==> config.mk <==
export PLATFORM = sky130hd
export DESIGN_NAME = mult_ctrl
export DESIGN_NICKNAME = d
export VERILOG_FILES = /design/src/rtl/mult_pkg.sv /design/src/rtl/mult_shift_cnt.sv /design/src/rtl/mult_ctrl.sv
export SDC_FILE = /design/constraint.sdc
export NUM_CORES = 1
export LEC_CHECK = 0
export CORE_AREA = 2 2 39 41
export CTS_CLUSTER_SIZE = 24
export DETAILED_ROUTE_END_ITERATION = 6
export DIE_AREA = 0 0 41 43
export PLACE_DENSITY = 0.56
export SYNTH_ARGS = -nofsm -noshare
export SYNTH_HDL_FRONTEND = slang
export SYNTH_SLANG_ARGS = --single-unit
==> constraint.sdc <==
create_clock -name Clk -period 2 [get_ports Clk]
set_input_delay 0.2 -clock Clk [delete_from_list [all_inputs] [get_ports Clk]]
set_output_delay 0.2 -clock Clk [all_outputs]
set_load 0.01 [all_outputs]
==> src/rtl/mult_pkg.sv <==
// rtl/mult_pkg.sv - shared shift-add multiplier definitions: state encoding and widths
package mult_pkg;

  localparam int N_DEF = 4;
  localparam int ACC_W = 2 * N_DEF + 1;

  typedef enum logic [1:0] {
    IDLE  = 2'd0,
    CHECK = 2'd1,
    SHIFT = 2'd2,
    DONE  = 2'd3
  } state_t;

endpackage

==> src/rtl/mult_shift_cnt.sv <==
// rtl/mult_shift_cnt.sv - shift counter with load-zero, increment and terminal-count output
module mult_shift_cnt #(
  parameter int N = 4,
  localparam int CW = (N > 1) ? $clog2(N) : 1
) (
  input  logic          i_clk,
  input  logic          i_rst_n,
  input  logic          i_clr,
  input  logic          i_inc,
  output logic [CW-1:0] o_cnt,
  output logic          o_tc
);

  logic [CW-1:0] r_cnt;

  always_ff @(posedge i_clk or negedge i_rst_n) begin
    if (!i_rst_n) begin
      r_cnt <= '0;
    end else if (i_clr) begin
      r_cnt <= '0;
    end else if (i_inc) begin
      r_cnt <= r_cnt + 1'b1;
    end
  end

  assign o_cnt = r_cnt;
  assign o_tc  = (r_cnt == CW'(N - 1));

endmodule

==> src/rtl/mult_ctrl.sv <==
// rtl/mult_ctrl.sv - shift-add multiplier control FSM producing Load/Ad/Sh strobes for the accumulator
module mult_ctrl
  import mult_pkg::*;
#(
  parameter int N = N_DEF,
  localparam int CW = (N > 1) ? $clog2(N) : 1
) (
  input  logic Clk,
  input  logic Rst_n,
  input  logic St,
  input  logic M,
  output logic Load,
  output logic Ad,
  output logic Sh,
  output logic Busy,
  output logic Done
);

  state_t        r_state;
  state_t        w_next;
  logic          w_load;
  logic          w_ad;
  logic          w_sh;
  logic          w_clr;
  logic          w_inc;
  logic          w_tc;
  logic [CW-1:0] w_cnt;

  mult_shift_cnt #(.N(N)) u_cnt (
    .i_clk   (Clk),
    .i_rst_n (Rst_n),
    .i_clr   (w_clr),
    .i_inc   (w_inc),
    .o_cnt   (w_cnt),
    .o_tc    (w_tc)
  );

  always_ff @(posedge Clk or negedge Rst_n) begin
    if (!Rst_n) begin
      r_state <= IDLE;
    end else begin
      r_state <= w_next;
    end
  end

  // The counter holds at N-1 on the final shift so it never wraps before IDLE clears it.
  always_comb begin
    w_next = r_state;
    w_load = 1'b0;
    w_ad   = 1'b0;
    w_sh   = 1'b0;
    w_clr  = 1'b0;
    w_inc  = 1'b0;
    case (r_state)
      IDLE: begin
        w_load = St;
        if (St) begin
          w_next = CHECK;
          w_clr  = 1'b1;
        end
      end
      CHECK: begin
        if (M) begin
          w_ad   = 1'b1;
          w_next = SHIFT;
        end else begin
          w_sh  = 1'b1;
          w_inc = !w_tc;
          if (w_tc) begin
            w_next = DONE;
          end
        end
      end
      SHIFT: begin
        w_sh   = 1'b1;
        w_inc  = !w_tc;
        w_next = w_tc ? DONE : CHECK;
      end
      DONE: begin
        if (!St) begin
          w_next = IDLE;
        end
      end
      default: begin
        w_next = IDLE;
      end
    endcase
  end

  // Gating with Rst_n keeps the Mealy Load quiet while reset is held with St high.
  assign Load = Rst_n & w_load;
  assign Ad   = Rst_n & w_ad;
  assign Sh   = Rst_n & w_sh;
  assign Busy = Rst_n & ((r_state == CHECK) || (r_state == SHIFT));
  assign Done = Rst_n & (r_state == DONE);

  logic w_unused;
  assign w_unused = ^w_cnt;

endmodule

# Word-level counts from Yosys, hierarchy flattened
# Index checks and enable logic that the tools add are counted.
[totals] register_bits=4 in_bits=4 output_inout_bits=5 elab_cells=37
[op_classes] add_sub_neg=1 eq_ne=7 mux=17 bitwise_logic=5 n_reduce_logical=5
[ops] cell="2-to-1 mux 2 bit" n=7
[ops] cell="one-hot mux 2 bit (4 select lines)" n=1
[ops] cell="2-to-1 mux 1 bit" n=7
[ops] cell="== test 2 bit, second input constant" n=3
[ops] cell="AND 1 bit" n=5
[ops] cell="!= test 2 bit, second input constant" n=2
[ops] cell="one-hot mux 1 bit (2 select lines)" n=2
[ops] cell="!= test 3 bit, second input constant" n=1
[ops] cell="AND reduction 3 bit" n=1
[ops] cell="adder 2 x 1 -> 2 bit, second input constant" n=1
[ops] cell="== test 2 x 1 -> 1 bit, second input constant" n=1
[ops] cell="zero test 2 bit" n=1
[ops] cell="nonzero test 2 bit" n=1
[ops] cell="zero test 1 bit" n=1
[ops] cell="logical OR 1 bit" n=1

# Longest topological paths before layout
[logic_depth] depth_word=6 depth_mapped=5 depth_no_buf=5

# Modules after synthesis
# A second synthesis with hierarchy kept.
[hier_totals] cells_unflattened=35 area_unflattened_um2=329.1
[modules_own_cells] module="mult_ctrl" instances=1 cells_each=28 area_per_inst_um2=240.2 seq_area_each_um2=50.0
[modules_own_cells] module="mult_shift_cnt" instances=1 cells_each=7 area_per_inst_um2=88.8 seq_area_each_um2=50.0

# Worst setup path after synthesis
# Ideal clock, no wire load.
[synth_timing] kind="register to register" from="register r_state[0]" to="register u_cnt.r_cnt[0], in the netlist u_cnt.o_cnt[0]" setup_ns=0.119 arrival_time_ns=1.210 t_required_ns=1.881 path_slack_ns=0.671 stages_incl_launch_ff=6 path_buffers=0 synth_period_minus_slack_ns=1.329 path_cell_list="dfrtp_1 > inv_1 > ha_1 > nand4bb_1 > and3_1 > o21a_1"
[synth_via] elab_chain_len=3 word_cells_on_any_way=7 cone_classes="2 x eq/ne; 3 x mux; 2 x reduce/logical"
[synth_lines] item="start: declaration" line="mult_ctrl.sv:19" text="state_t r_state;"
[synth_lines] item="start signal: assignment" line="mult_ctrl.sv:42" text="r_state <= w_next;"
[synth_lines] item="== test 2 bit (tied with other cells)" line="mult_ctrl.sv:54" text="case (r_state)"
[synth_lines] item="one-hot mux 1 bit (2 select lines) or 2-to-1 mux 1 bit (tied branches)" line="mult_ctrl.sv:54"
[synth_lines] item="nonzero test 2 bit (no line) or 2-to-1 mux 2 bit (tied branches)"
[synth_lines] item="end signal: assignment" line="mult_shift_cnt.sv:22" text="r_cnt <= r_cnt + 1'b1;"
[synth_lines] item="end: declaration" line="mult_shift_cnt.sv:14" text="logic [CW-1:0] r_cnt;"
# Parallel ways exist; a longest one is shown, timed or not.
# A chain may end at the register's enable or synchronous reset.

# Worst setup path in the final report
[layout_timing] from="register r_state[0]" to="output port Busy"
[layout_via] elab_chain_len=3 word_cells_on_any_way=4 cone_classes="2 x eq/ne; 1 x bitwise; 1 x reduce/logical"
[layout_lines] item="== test 2 x 1 -> 1 bit or == test 2 bit (tied branches)" line="mult_ctrl.sv:94" text="assign Busy = Rst_n & ((r_state == CHECK) || (r_state == SHIFT));"
[layout_lines] item="logical OR 1 bit (*)" line="mult_ctrl.sv:94"
[layout_lines] item="AND 1 bit (*)" line="mult_ctrl.sv:94"
[layout_lines] item="end: declaration" line="mult_ctrl.sv:15" text="output logic Busy,"
# Mark *: on every way between the ends. The rest lies on a longest branch, timed or not.

==> summary.txt <==
Layout cells sized above 1 - 0.176
H-tree Lvls - 1
Area grow syn2layout - 40.8%
Fin. Hold Viols - 0
Setup TNS - 0 ns
Warnings, synthesis - 0
Cell type with the largest total area after synthesis - dfrtp_1
#FFs+latches synth - 4
TritonCTS clock tree - built
Routed vias/inst - 4.60
CP peak stage delay - 0.54 ns
P per Cell Area - 1410 nW/um^2
Clk Latency, worst-skew pair - 0.24 ns
Hold_ws - 0.171 ns
Fillers - 146
Crit path kind - flip-flop to output port
Worst-path clk slew - 0.03 ns
Crit path time final - 1.88 ns
Hold-fix buffer count after cts - 0
Std-Cell Rows - 14
Worst r2r src - r_state[0]$_DFFE_PN0P_
RSZ-0062 raised after global routing - false
Total number of vias - 308
CTS root buf - clkbuf_4
Ranking of synthesized cells by area - dfrtp_1 28%, ha_1 21%, nand2_1 6.4%, mux2i_1 5.7%, nor4b_2 4.3%
Number of global-route vias before repair - 304
Syn Inst Count - 37
Peak VDD IR - 0.000445 V
Worst Path Buf+Inv - 2
Actual slew at the worst max-slew pin - 0.223 ns
FFs w/ async S/R, synth - 1.00
Net Count, Synth - 47
Initial core utilization - 0.255
Largest net degree at the start of global routing - 7
Port bufs - 8
Number of synthesized flops with an enable pin - 0
Global route overflow - 0
Routed WL - 748 um
Drt initial violations - 5
Core area - 1380 um^2
Drt pass-1 iters - 4
Final worst path period share - 0.940
Slew margin rel. - 0.847
First-pass GRT wire length - 1.28 mm
Min-Delay Path Class - input pin to async pin
Status - completed
Main synth FF type - dfrtp_1
Slowest cell on the critical path - clkdlybuf4s50_1
Worst setup path startpoint - r_state[0]$_DFFE_PN0P_
Element type at the critical path end - output port
CP Launch Type - flip-flop
Required @ worst endpoint - 1.80 ns
F_max - 532 MHz
Clock Path Buffers - 2
Die area - 1760 um^2
Remaining antenna violation count - 0
Nets - 63
CP max FO - 3
Syn Area/Cell - 9.54 um^2
Layout Skew - 0.00317 ns
Max-cap violations - 0
All-layer global routing usage - 0.112
Initial antenna violation count - 0
Final setup viols - 0
CP delay by family, top - buffers and inverters
Crit path depth - 4
FF-to-FF path depth - 5
Synthesized area - 353 um^2
Max-slew violations - 0
Die width - 41 um
Clock sink total - 4
Leakage power - 0.248 nW
Reg2reg end - u_cnt.o_cnt[0]$_DFFE_PN0P_
Post-synthesis sequential area ratio - 0.284
Worst setup path end - Busy
Critical Path AT - 1.68 ns
DP HPWL - 595 um
Synth top cells by count - 6 x ha_1, 6 x nand2_1, 4 x dfrtp_1
Area fraction of the dominant cell type after synthesis - 0.284
Number of antenna diodes - 0
Die Y - 43 um
I/O pin count - 9
CTS buffer count - 3
Crit path cell chain - inv_1 -> ha_1 -> and2_1 -> clkdlybuf4s50_1
Number of remaining DRC errors - 0
Flop-to-flop setup slack - 0.60 ns
Routed len/inst - 11.2 um
Final GP Congestion - 0.706
Count of different cell masters after synthesis - 18
==> routing by layer <==
metal	GRT usage	wire, um	vias up
met3	0.0314	69	4
met1	0.146	351	132
met5	0	0	-
met4	0.100	27	0
met2	0.141	300	13
li1	-	-	159
==> worst min path at each step <==
stage                            endpoint  slack, ns  depth (start not counted)
2_1_floorplan      r_state[0]$_DFFE_PN0P_       -0.1                          0
3_3_place_gp   u_cnt.o_cnt[1]$_DFFE_PN0P_       0.41                          1
3_5_place_dp   u_cnt.o_cnt[0]$_DFFE_PN0P_       0.41                          1
4_1_cts        u_cnt.o_cnt[0]$_DFFE_PN0P_       0.17                          1
5_1_grt        u_cnt.o_cnt[0]$_DFFE_PN0P_       0.18                          1
6_report       u_cnt.o_cnt[0]$_DFFE_PN0P_       0.17                          1
==> sequential cells by signal, indices dropped and copies added, names as in the netlist <==
signal,cells
r_state,2
u_cnt.o_cnt,2
==> repair_timing <==
item	in CTS	in global routing
gates resized for setup	1	0
buffers inserted	2	0
setup endpoints to repair	1	0
==> layout by cell type (no fill, tap or decap), drive strengths merged <==
| cell | instances |
|---|---|
| o21a | 2 |
| a21oi | 2 |
| mux2i | 2 |
| and3 | 3 |
| inv | 2 |
| a2bb2oi | 1 |
| nand2b | 1 |
| dlygate4sd2 | 1 |
| o211ai | 1 |
| and2b | 1 |
| ha | 6 |
| nand4bb | 1 |
| nor4b | 1 |
| o21ai | 1 |
| and2 | 2 |
| dfrtp | 4 |
| nand3b | 1 |
| clkdlybuf4s50 | 7 |
| buf | 3 |
| nand2 | 6 |
| clkbuf | 3 |
==> kinds of logic (layout without fill, tap and decap cells) <==
group,count (synthesis),after routing,share of synthesized area
AO/OA/AOI/OAI,7,7,0.131
adder cells (fa/ha/maj),6,6,0.213
buffers and inverters,2,16,0.0213
flip-flops,4,4,0.284
multiplexers,2,2,0.0567
AND/OR/NAND/NOR,16,16,0.294
==> power by group <==
part	switching (mW)	internal, mW	total [mW]
clock network	0.0314	0.0669	0.0983
registers	0.0299	0.121	0.151
logic	0.215	0.236	0.451
total	0.276	0.424	0.700
==> metrics by stage <==
stage / cell area [um^2] / setup WS, ns / power, mW / utilization / cells
final: 497 / 0.121 / 0.700 / 0.359 / 67
after global routing: 497 / 0.0442 / 0.776 / 0.359 / 67
after CTS: 497 / 0.108 / 0.707 / 0.359 / 67
after detailed placement: 460 / 0.208 / 0.579 / 0.333 / 62
after global placement: 460 / 0.210 / 0.583 / 0.333 / 62
after floorplan: 353 / 0.671 / 0.448 / - / 37
==> final cells by class <==
class,count,area (um^2),share of cell area
Clock buffer,3,22.5,0.0453
Sequential cell,4,100,0.202
Timing Repair Buffer,11,101,0.204
Tap cell,16,20.0,0.0403
Inverter,2,7.51,0.0151
Multi-Input combinational cell,31,245,0.494
Power figures use the tool's default switching activity.
